==> config.mk <==
export PLATFORM = sky130hd
export DESIGN_NAME = adder_arbiter
export DESIGN_NICKNAME = d
export VERILOG_FILES = /design/src/rtl/adder_arbiter.sv
export SDC_FILE = /design/constraint.sdc
export NUM_CORES = 1
export LEC_CHECK = 0
export BUFFER_PORTS_ARGS = -buffer_cell sky130_fd_sc_hd__buf_2
export CAP_MARGIN = 0
export CORE_MARGIN = 2
export CORE_UTILIZATION = 45
export CTS_CLUSTER_SIZE = 24
export DETAILED_ROUTE_END_ITERATION = 16
export GPL_ROUTABILITY_DRIVEN = 0
export GPL_TIMING_DRIVEN = 0
export PLACE_DENSITY = 0.84
export SYNTH_ARGS = -nofsm -noshare
export SYNTH_HDL_FRONTEND = slang
export SYNTH_SLANG_ARGS = --single-unit
==> constraint.sdc <==
create_clock -name clk -period 1.9 [get_ports clk]
set_input_delay 0.19 -clock clk [delete_from_list [all_inputs] [get_ports clk]]
set_output_delay 0.19 -clock clk [all_outputs]
set_load 0.005 [all_outputs]
==> src/rtl/adder_arbiter.sv <==
// adder_arbiter
//
// Purpose: several requesters share one W-bit adder. Each cycle at most one
// valid requester is granted. Its operands are summed (W+1 bits, carry kept)
// into a single output register that the consumer drains.
//
// Arbitration is selected at build time by the macro ADDER_ARB_ROUND_ROBIN_EN:
//   defined   : round-robin. The search starts one past the last granted index.
//   undefined : fixed priority. The lowest index wins and no pointer is kept.
//
// Ports:
//   clk        in   single clock, all state on the rising edge
//   reset      in   asynchronous, active-low reset
//   req_valid  in   [NREQ]    per-requester operand valid
//   req_ready  out  [NREQ]    per-requester accept, one-hot or zero
//   req_a      in   [NREQ*W]  operand A, requester i at [i*W +: W]
//   req_b      in   [NREQ*W]  operand B, same packing
//   rsp_valid  out            output register holds a result
//   rsp_ready  in             consumer takes the result this cycle
//   rsp_sum    out  [W+1]     unsigned A+B, carry in MSB
//   rsp_id     out  [clog2(NREQ)] requester that produced rsp_sum
//   dbg_state  out            FSM state (0 = EMPTY, 1 = FULL)
//
// Handshake: a transfer happens on a rising edge where valid && ready are both
// high. On the request side, ready is a combinational function of req_valid,
// the FSM state, rsp_ready and the arbiter pointer. A requester holds valid and
// its operands stable until it sees ready. On the response side, rsp_valid
// stays high and rsp_sum/rsp_id stay stable until rsp_ready is seen. A new
// result may be loaded in the same cycle the old one drains.

module adder_arbiter #(
    parameter int NREQ = 4,
    parameter int W    = 8
) (
    input  logic                      clk,
    input  logic                      reset,
    input  logic [NREQ-1:0]           req_valid,
    output logic [NREQ-1:0]           req_ready,
    input  logic [NREQ*W-1:0]         req_a,
    input  logic [NREQ*W-1:0]         req_b,
    output logic                      rsp_valid,
    input  logic                      rsp_ready,
    output logic [W:0]                rsp_sum,
    output logic [$clog2(NREQ)-1:0]   rsp_id,
    output logic                      dbg_state
);

    localparam int IDW = $clog2(NREQ);

    typedef enum logic {
        EMPTY = 1'b0,
        FULL  = 1'b1
    } state_t;

    state_t          state_q, state_d;
    logic [W:0]      sum_q, sum_d;
    logic [IDW-1:0]  id_q, id_d;

    logic            can_issue;
    logic            grant;
    logic            found;
    logic [IDW-1:0]  grant_idx;
    logic [IDW-1:0]  pos;
    logic [W-1:0]    a_sel;
    logic [W-1:0]    b_sel;

`ifdef ADDER_ARB_ROUND_ROBIN_EN
    logic [IDW-1:0]  last_grant_q, last_grant_d;
    // One extra bit so last_grant + 1 + k (at most 2*NREQ-1) cannot overflow
    // before it is folded back into range.
    logic [IDW:0]    pos_ext;
`endif

    // Arbitration, operand select and next-state logic.
    always_comb begin
        can_issue = (state_q == EMPTY) || rsp_ready;
        found     = 1'b0;
        grant_idx = '0;
        pos       = '0;
        a_sel     = '0;
        b_sel     = '0;
        state_d   = state_q;
        sum_d     = sum_q;
        id_d      = id_q;
`ifdef ADDER_ARB_ROUND_ROBIN_EN
        last_grant_d = last_grant_q;
        pos_ext      = '0;
`endif

        // Walk the candidates in priority order. The first valid one wins.
        for (int k = 0; k < NREQ; k++) begin
`ifdef ADDER_ARB_ROUND_ROBIN_EN
            pos_ext = {1'b0, last_grant_q} + (IDW+1)'(k + 1);
            if (pos_ext >= (IDW+1)'(NREQ)) begin
                pos_ext = pos_ext - (IDW+1)'(NREQ);
            end
            pos = pos_ext[IDW-1:0];
`else
            pos = IDW'(k);
`endif
            if (!found && req_valid[pos]) begin
                found     = 1'b1;
                grant_idx = pos;
            end
        end

        // While the output register is blocked or reset is low, nothing is
        // accepted. Gating on reset matters because the FSM already sits
        // in EMPTY during reset.
        grant = found && can_issue && reset;

        // Only the granted requester's operands reach the adder.
        for (int k = 0; k < NREQ; k++) begin
            if (grant_idx == IDW'(k)) begin
                a_sel = req_a[k*W +: W];
                b_sel = req_b[k*W +: W];
            end
        end

        req_ready = '0;
        if (grant) begin
            req_ready = NREQ'(1) << grant_idx;
        end

        if (grant) begin
            state_d = FULL;
            sum_d   = {1'b0, a_sel} + {1'b0, b_sel};
            id_d    = grant_idx;
`ifdef ADDER_ARB_ROUND_ROBIN_EN
            last_grant_d = grant_idx;
`endif
        end else if ((state_q == FULL) && rsp_ready) begin
            state_d = EMPTY;
        end
    end

    always_ff @(posedge clk or negedge reset) begin
        if (!reset) begin
            state_q <= EMPTY;
            sum_q   <= '0;
            id_q    <= '0;
`ifdef ADDER_ARB_ROUND_ROBIN_EN
            // Pointing at the last index makes requester 0 the first choice.
            last_grant_q <= IDW'(NREQ - 1);
`endif
        end else begin
            state_q <= state_d;
            sum_q   <= sum_d;
            id_q    <= id_d;
`ifdef ADDER_ARB_ROUND_ROBIN_EN
            last_grant_q <= last_grant_d;
`endif
        end
    end

    assign rsp_valid = (state_q == FULL);
    assign rsp_sum   = sum_q;
    assign rsp_id    = id_q;
    assign dbg_state = (state_q == FULL);

endmodule

==> Word-level counts from Yosys, hierarchy flattened <==
Cells that the tools add are included.
{ "op_classes": {"mux": 18, "n_bitwise": 1, "n_eq_ne": 3, "n_addsub": 1, "n_reduce_logical": 12, "n_shift": 1} }
{ "ops": {"columns": ["cell", "n"], "rows": [
  ["two-way mux 8 bit", 8],
  ["adder 8 x 8 -> 9 bit", 1],
  ["two-way mux 1 bit", 7],
  ["logical AND 1 bit", 6],
  ["equality test 2 bit, second input constant", 2],
  ["two-way mux 2 bit", 2],
  ["two-way mux 4 bit", 1],
  ["<< shifter 1 x 2 -> 4 bit, first input constant", 1],
  ["zero test 1 bit", 3],
  ["equality test 2 x 1 -> 1 bit, second input constant", 1],
  ["zero test 2 bit", 1],
  ["nonzero test 2 bit", 1],
  ["logical OR 1 bit", 1],
  ["NOT 1 bit", 1]
]} }
{ "totals": {"out_inout_bits": 17, "word_cells": 39, "in_bits": 71, "ff_bits": 12} }

==> Logic depth before layout (Yosys ltp) <==
Gate-level depths: netlist (run 1).
{ "logic_depth": {"ltp_word": 16, "ltp_mapped": 13, "depth_no_buf": 10} }

==> Least setup slack after synthesis (run 1) <==
OpenSTA, ideal clock, no wires.
{ "synth_path": {"path_type": "input to register", "start": "input port req_valid[0]", "end": "register sum_q[6], in the netlist rsp_sum[6]", "required_ns": 1.779, "path_buffers": 3, "cell_stages": 12, "setup_slack_ns": -0.769, "t_arrival_ns": 2.548, "setup_ns": 0.121, "path_cell_list": "buf_2 > or2_1 > buf_2 > buf_2 > a22oi_1 > o21ai_0 > ha_1 > fa_1 > a211oi_1 > o21bai_1 > a211o_1 > a22o_1"} }
{ "synth_between": {"elab_chain_cells": 16, "elab_cells_between_ends": 28, "cone_classes": "1 x add/sub; 3 x eq/ne; 15 x mux; 9 x reduce/logical"} }
{ "synth_lines": {"columns": ["element", "line", "source"], "rows": [
  ["start, declared", "37", "input logic [NREQ-1:0] req_valid,"],
  ["two-way mux 1 bit (*)", "101", "if (!found && req_valid[pos]) begin"],
  ["zero test 1 bit", "101", null],
  ["logical AND 1 bit", "101", null],
  ["two-way mux 1 bit", "101", null],
  ["zero test 1 bit", "101", null],
  ["logical AND 1 bit", "101", null],
  ["two-way mux 1 bit", "101", null],
  ["zero test 1 bit", "101", null],
  ["logical AND 1 bit", "101", null],
  ["two-way mux 2 bit", "101", null],
  ["zero test 2 bit", "114", "if (grant_idx == IDW'(k)) begin"],
  ["two-way mux 8 bit (4 in a row)", "114", null],
  ["adder 8 x 8 -> 9 bit", "127", "sum_d = {1'b0, a_sel} + {1'b0, b_sel};"],
  ["end signal, assigned", "148", "sum_q <= sum_d;"],
  ["end, declared", "56", "logic [W:0] sum_q, sum_d;"]
]} }
Every way passes the cells marked *; elsewhere a longest branch is shown, timed or not.
A chain may end at the register's enable or synchronous reset.

==> Worst setup path in the final report (run 1) <==
{ "layout_path": {"start": "input port req_valid[1]", "end": "register sum_q[6], in the netlist rsp_sum[6]"} }
{ "layout_between": {"elab_chain_cells": 14, "elab_cells_between_ends": 26, "cone_classes": "1 x add/sub; 3 x eq/ne; 14 x mux; 8 x reduce/logical"} }
{ "layout_lines": {"columns": ["element", "line"], "rows": [
  ["logical AND 1 bit (*)", "101"],
  ["two-way mux 1 bit", "101"],
  ["zero test 1 bit", "101"],
  ["logical AND 1 bit", "101"],
  ["two-way mux 1 bit", "101"],
  ["zero test 1 bit", "101"],
  ["logical AND 1 bit", "101"],
  ["two-way mux 2 bit", "101"],
  ["zero test 2 bit", "114"],
  ["two-way mux 8 bit (4 in a row)", "114"],
  ["adder 8 x 8 -> 9 bit", "127"]
]} }
Marked as above.

==> impl_metrics.toml, run 1 <==
[logic_synthesis]
synth_flop_cell = "dfrtp_1"
synth_largest_area_cell = "dfrtp_1"
seq_area_frac_synth_pct = 23.4
yosysUniqueCellTypes = 40
synth.cell_area_mm2 = 0.00128
syn_area_per_cell_um2 = 7.98
synthCells = 161
syn_nets = 241
ys_ff_latch = 12
yosys-top-cells-area = "dfrtp_1, a22oi_1, ha_1"
ys_async_sr_fraction_pct = 100
yosysWarnings = 0
synth.top_cell.area_share_pct = 23.4
synth_edf_count = 0

[clock_tree]
root_buffer = "clkbuf_4"
cts_tree = "yes"
cts_sinks = 12
clkLatencyLatePin_ps = 280
cts_buffers = 3
max-clock-path-buffers = 2
clk_pin_slew_worst_paths_ps = 80
cts_max_level = 1

[global_routing]
grt_usage_pct = 27.7
grt.overflow.total = 0
first_global_vias = 1647
grt_max_degree = 13
grt_pass1_wl_um = 7130
antenna_found_initial = 0

[route]
wl_per_cell_um = 17.8
vias = 1864
viasPerCell = 5.97
ant_nets = 0
drt_first_pass_iters = 4
drt-initial-drc-count = 148
drc = 0
drt-total-wl_um = 5560

[placed_design]
io_buffers = 86
post-dp-hpwl_um = 3150
placed_cells = 278

[worst_setup_path]
slowest_delay_ps = 390
crit_chain = "buf_8, nor3_4, or2_4, buf_8, a22oi_2, o21ai_1, ha_2, fa_2, a211oi_2, o21bai_1, a211o_1, a22o_1"
critPathMaxFanout = 6
crit_buf_inv = 2
cp_common_cell = "buf_8"
path_delay_family = "compound AO/OA/AOI/OAI gates"
cp_slowest_cell = "fa_2"
worstSetupPathType = "input pin to register"
arrival_ps = 2390
crit_end = "rsp_sum[6]"
reg2reg_from = "dbg_state"
rr_worst_depth = 5
rrSetupSlack_ps = 510
setup.worst_path.start = "req_valid[1]"
required_ps = 2070
end_kind = "register"
r2r_end = "rsp_sum[5]"
critical_path.startpoint_type = "input pin"
worstSetupPathDepth = 12

[sta]
rsz0062_at_grt = "yes"
tightest_slew_ps = 560
drv_slew = 0
whs_ps = 217
fin_crit_sh_pct = 117
setup-tns-final_ps = -1360
clock_skew_ps = 8.35
setup_violations = 6
slew_headroom_pct = 62.5
fmax_ghz = 0.449
setup_ws_ps = -327
period_needed_ps = 2230
hold_viol = 0

[run]
cap_violations = 0

[power_and_ir_drop]
vdd_drop_max_mv = 0.706
pwr-share-clk_pct = 16.3
switching_share_pct = 37.3
comb_power_share_pct = 56.3
switchingPower_mw = 0.475
seq_power_share_pct = 27.4
intPower_mw = 0.799
p_leak_nw = 1.15
powerDensity_mw_per_mm2 = 571

[floorplanning]
dieArea_mm2 = 0.00330
core-area_mm2 = 0.00273
row_count = 19
ios = 88
die_w_um = 57.4
die_h_um = 57.4
start_util_pct = 47.0

[hold_path]
min_path_type = "input pin to register"
hold_depth = 4

[finish]
final_common_cell = "buf_2"
mostFrequentLayoutCells = "buf_2, buf_4, a22oi_1"
fill_cells = 163
drive_above_1_share_pct = 56.9
syn_to_final_growth_pct = 73.5
antenna_cells = 0
fin_nets = 362
instances_no_fill = 312

[status]
violations = "negative setup slack"
outcome = "finished, violations left"
==> kinds of logic (layout without fill, tap and decap cells) <==
group	after synthesis	in the layout	share of synthesized area (%)
simple gates	42	42	15.7
xor+xnor	2	2	1.36
flops	12	12	23.4
compound gates	78	78	42.5
fa+ha+maj	9	9	9.35
buf+inv	17	137	7.01
mux	1	1	0.779
==> worst min-delay path by stage <==
stage | from | to
2_1_floorplan | reset | dbg_state
6_report | req_valid[0] | rsp_id[1]
3_5_place_dp | reset | rsp_sum[5]
3_3_place_gp | reset | rsp_sum[5]
4_1_cts | req_valid[0] | rsp_id[1]
5_1_grt | req_valid[0] | rsp_id[1]
==> final cells by class <==
| class | instances | area, µm² | area share [%] |
|---|---|---|---|
| Tap cell | 31 | 38.8 | 1.74 |
| Buffer | 10 | 95.1 | 4.26 |
| Timing Repair Buffer | 118 | 716 | 32.1 |
| Sequential cell | 12 | 300 | 13.5 |
| Inverter | 5 | 18.8 | 0.842 |
| Multi-Input combinational cell | 132 | 1020 | 46.0 |
| Clock buffer | 4 | 36.3 | 1.63 |
==> sequential cells by signal, summed over array words and instances (netlist names) <==
register and count:
rsp_sum 9, rsp_id 2, dbg_state 1
==> worst register-to-register path: stages, from the launching register on <==
cell	delay, ps
dfrtp_1	390
nor2b_1	180
or2_1	260
buf_6	150
a2111o_1	280
nand3_1	70
==> through the flow <==
step | worst slack, ps | util (%) | area [µm²] | power (mW)
2_1_floorplan | -504 | - | 1320 | 0.670
3_3_place_gp | -896 | 65.5 | 1790 | 0.871
3_5_place_dp | -944 | 65.5 | 1790 | 0.883
4_1_cts | -314 | 75.8 | 2070 | 1.15
5_1_grt | -400 | 81.6 | 2230 | 1.35
6_report | -327 | 81.6 | 2230 | 1.27
==> synthesized netlist by cell type (4+ instances only) <==
library cell   n
a22oi_1       26
o21ai_0       20
nand2_1       15
dfrtp_1       12
nor2_1        10
ha_1           8
a21oi_1        7
a211oi_1       6
buf_2          6
inv_1          5
a211o_1        4
==> repair_timing <==
action / 4_1_cts / 5_1_grt
endpoints found under the hold margin: 12 / 0
gates resized for setup: 31 / 28
endpoints found under the setup margin: 8 / 6
setup buffers: 20 / 12
hold buffers: 1 / 0
pin swaps: 12 / 21
==> power groups by stage <==
stage | combinational (mW) | sequential, mW | clock, mW
after floorplan | 0.312 | 0.358 | 0
final | 0.717 | 0.349 | 0.207
after global placement | 0.519 | 0.352 | 0
after CTS | 0.599 | 0.348 | 0.207
after detailed placement | 0.530 | 0.354 | 0
after global routing | 0.771 | 0.356 | 0.227
==> per-layer routing <==
layer,track usage (%),vias up,routed length [µm]
met5,0,-,0
met1,33.2,886,2080
met3,5.67,22,384
met4,8.31,0,190
li1,-,854,-
met2,49.4,102,2900
No activity file was read; power rests on OpenSTA's default activity.
==> inputs of run 2 (changes only) <==
GPL_TIMING_DRIVEN = not set   (was 0)
PLACE_DENSITY = not set   (was 0.84)
PLACE_DENSITY_LB_ADDON = 0.2   (was not set)
==> run 2 against run 1 <==
The run still ends with negative setup slack left. Total power is 3.7% lower. Largest power group unchanged. Routed wire length is 24% lower. Maximum frequency is 14% higher. Die area stayed put. Combinational power is 6.6% lower. Cell area is 4.0% lower. Largest cell class unchanged. Sequential power hardly changed. Critical path type unchanged. Sequential share of layout area is 0.56 points higher. Non-clock buffer count is 1 lower.
==> impl_metrics.toml, run 2 (synthesis results as in run 1) <==
[power_and_ir_drop]
seq_power_share_pct = 28.4
switching_share_pct = 34.7
switchingPower_mw = 0.426
p_leak_nw = 1.14
intPower_mw = 0.801
pwr-share-clk_pct = 17.0
power_mw = 1.23
vdd_drop_max_mv = 0.729
comb_power_share_pct = 54.6
powerDensity_mw_per_mm2 = 573

[global_routing]
grt_pass1_wl_um = 6530
antenna_found_initial = 0
grt.overflow.total = 0
grt_max_degree = 21
first_global_vias = 1504
grt_usage_pct = 24.8

[route]
viasPerCell = 5.49
vias = 1708
ant_nets = 0
wl_per_cell_um = 13.6
drt-initial-drc-count = 121
drt_first_pass_iters = 4
drt-total-wl_um = 4220
drc = 0

[finish]
final_common_cell = "buf_2"
final_area_mm2 = 0.00214
instances_no_fill = 311
fill_cells = 228
largest_reg_flops = 9
syn_to_final_growth_pct = 66.6
fin_nets = 361
drive_above_1_share_pct = 52.9
antenna_cells = 0
mostFrequentLayoutCells = "buf_2, buf_4, a22oi_1"

[worst_setup_path]
required_ps = 2100
end_kind = "register"
critPathMaxFanout = 7
critical_path.startpoint_type = "input pin"
arrival_ps = 2150
worstSetupPathType = "input pin to register"

[clock_tree]
cts_tree = "yes"
cts_sinks = 12
root_buffer = "clkbuf_4"
clk_pin_slew_worst_paths_ps = 80
cts_max_level = 1
max-clock-path-buffers = 2
cts_buffers = 3
clkLatencyLatePin_ps = 280

[placed_design]
place_ws_ps = -564
io_buffers = 87
post-dp-hpwl_um = 3370
placed_cells = 303
place_area_mm2 = 0.00199

[sta]
setup-tns-final_ps = -96.3
rsz0062_at_grt = "yes"
fin_crit_sh_pct = 103
setup_ws_ps = -48.9
setup_violations = 3
drv_slew = 0
hold_viol = 0
slew_headroom_pct = 71.8
fmax_ghz = 0.513
clock_skew_ps = 4.30
period_needed_ps = 1950
tightest_slew_ps = 422

[run]
cap_violations = 0

[status]
outcome = "finished, violations left"
violations = "negative setup slack"

[floorplanning]
start_util_pct = 47.0
dieArea_mm2 = 0.00330
core-area_mm2 = 0.00273
die_h_um = 57.4
row_count = 19
die_w_um = 57.4
ios = 88

[hold_path]
min_path_type = "input pin to register"
[run 2: cell count changes in the layout (fill, tap and decap cells not counted), sizes merged]
cell	before	now
buf	125	126
clkbuf	6	4
[run 2: per-stage QoR]
| stage | util (%) | hold WS (ps) |
|---|---|---|
| 6_report | 78.3 | 299 |
| 5_1_grt | 78.3 | 322 |
| 4_1_cts | 77.5 | 290 |
| 3_5_place_dp | 72.8 | 188 |
| 3_3_place_gp | 72.8 | 192 |
| 2_1_floorplan | - | -106 |
[run 2: final timing paths]
check                              from          to  slack (ps)  cells after the start
min reg2reg                  rsp_sum[0]  rsp_sum[0]         480                      2
max                        req_valid[3]  rsp_sum[7]         -50                     11
min                           rsp_ready   dbg_state         300                      3
min in group asynchronous         reset  rsp_sum[5]         420                      3
max in group asynchronous         reset  rsp_sum[3]        1320                      3
max reg2reg                   dbg_state  rsp_sum[5]         500                      5
[run 2: critical path, cell delays in order]
cell	delay [ps]
buf_8	100
nor2b_4	120
and2_4	160
buf_4	160
a22oi_1	160
o21ai_1	90
ha_1	310
or3_1	340
a21o_1	170
and3_1	170
o31ai_2	170
[run 2: area by class of cell]
class / count / area, µm² / area share (%)
sequential: 12 / 300 / 14.0
clock buffer: 4 / 36.3 / 1.69
multi-input combinational: 132 / 963 / 45.0
inverter: 5 / 18.8 / 0.877
tap: 31 / 38.8 / 1.81
timing repair buffer: 127 / 783 / 36.6
[run 2: routing by layer]
layer  GRT usage, %  share of wire, %
met1           32.6                43
met2           42.7                50
met3           3.40               6.4
met4           6.64              0.81
met5              0                 0
[run 2: timing repair]
action | CTS | global route
endpoints found under the setup margin | 5 | 5
hold buffers | 1 | 0
gates resized for setup | 23 | 8
hold endpoints to repair | 12 | 0
pin swaps | 9 | 6
setup buffers | 3 | 0
[run 2: power groups by stage]
| stage | Combinational, mW | Clock [mW] | Sequential, mW |
|---|---|---|---|
| floorplan | 0.312 | 0 | 0.358 |
| detailed placement | 0.627 | 0 | 0.354 |
| global placement | 0.616 | 0 | 0.352 |
| CTS | 0.660 | 0.213 | 0.350 |
| finish | 0.670 | 0.208 | 0.349 |
| global route | 0.741 | 0.224 | 0.357 |
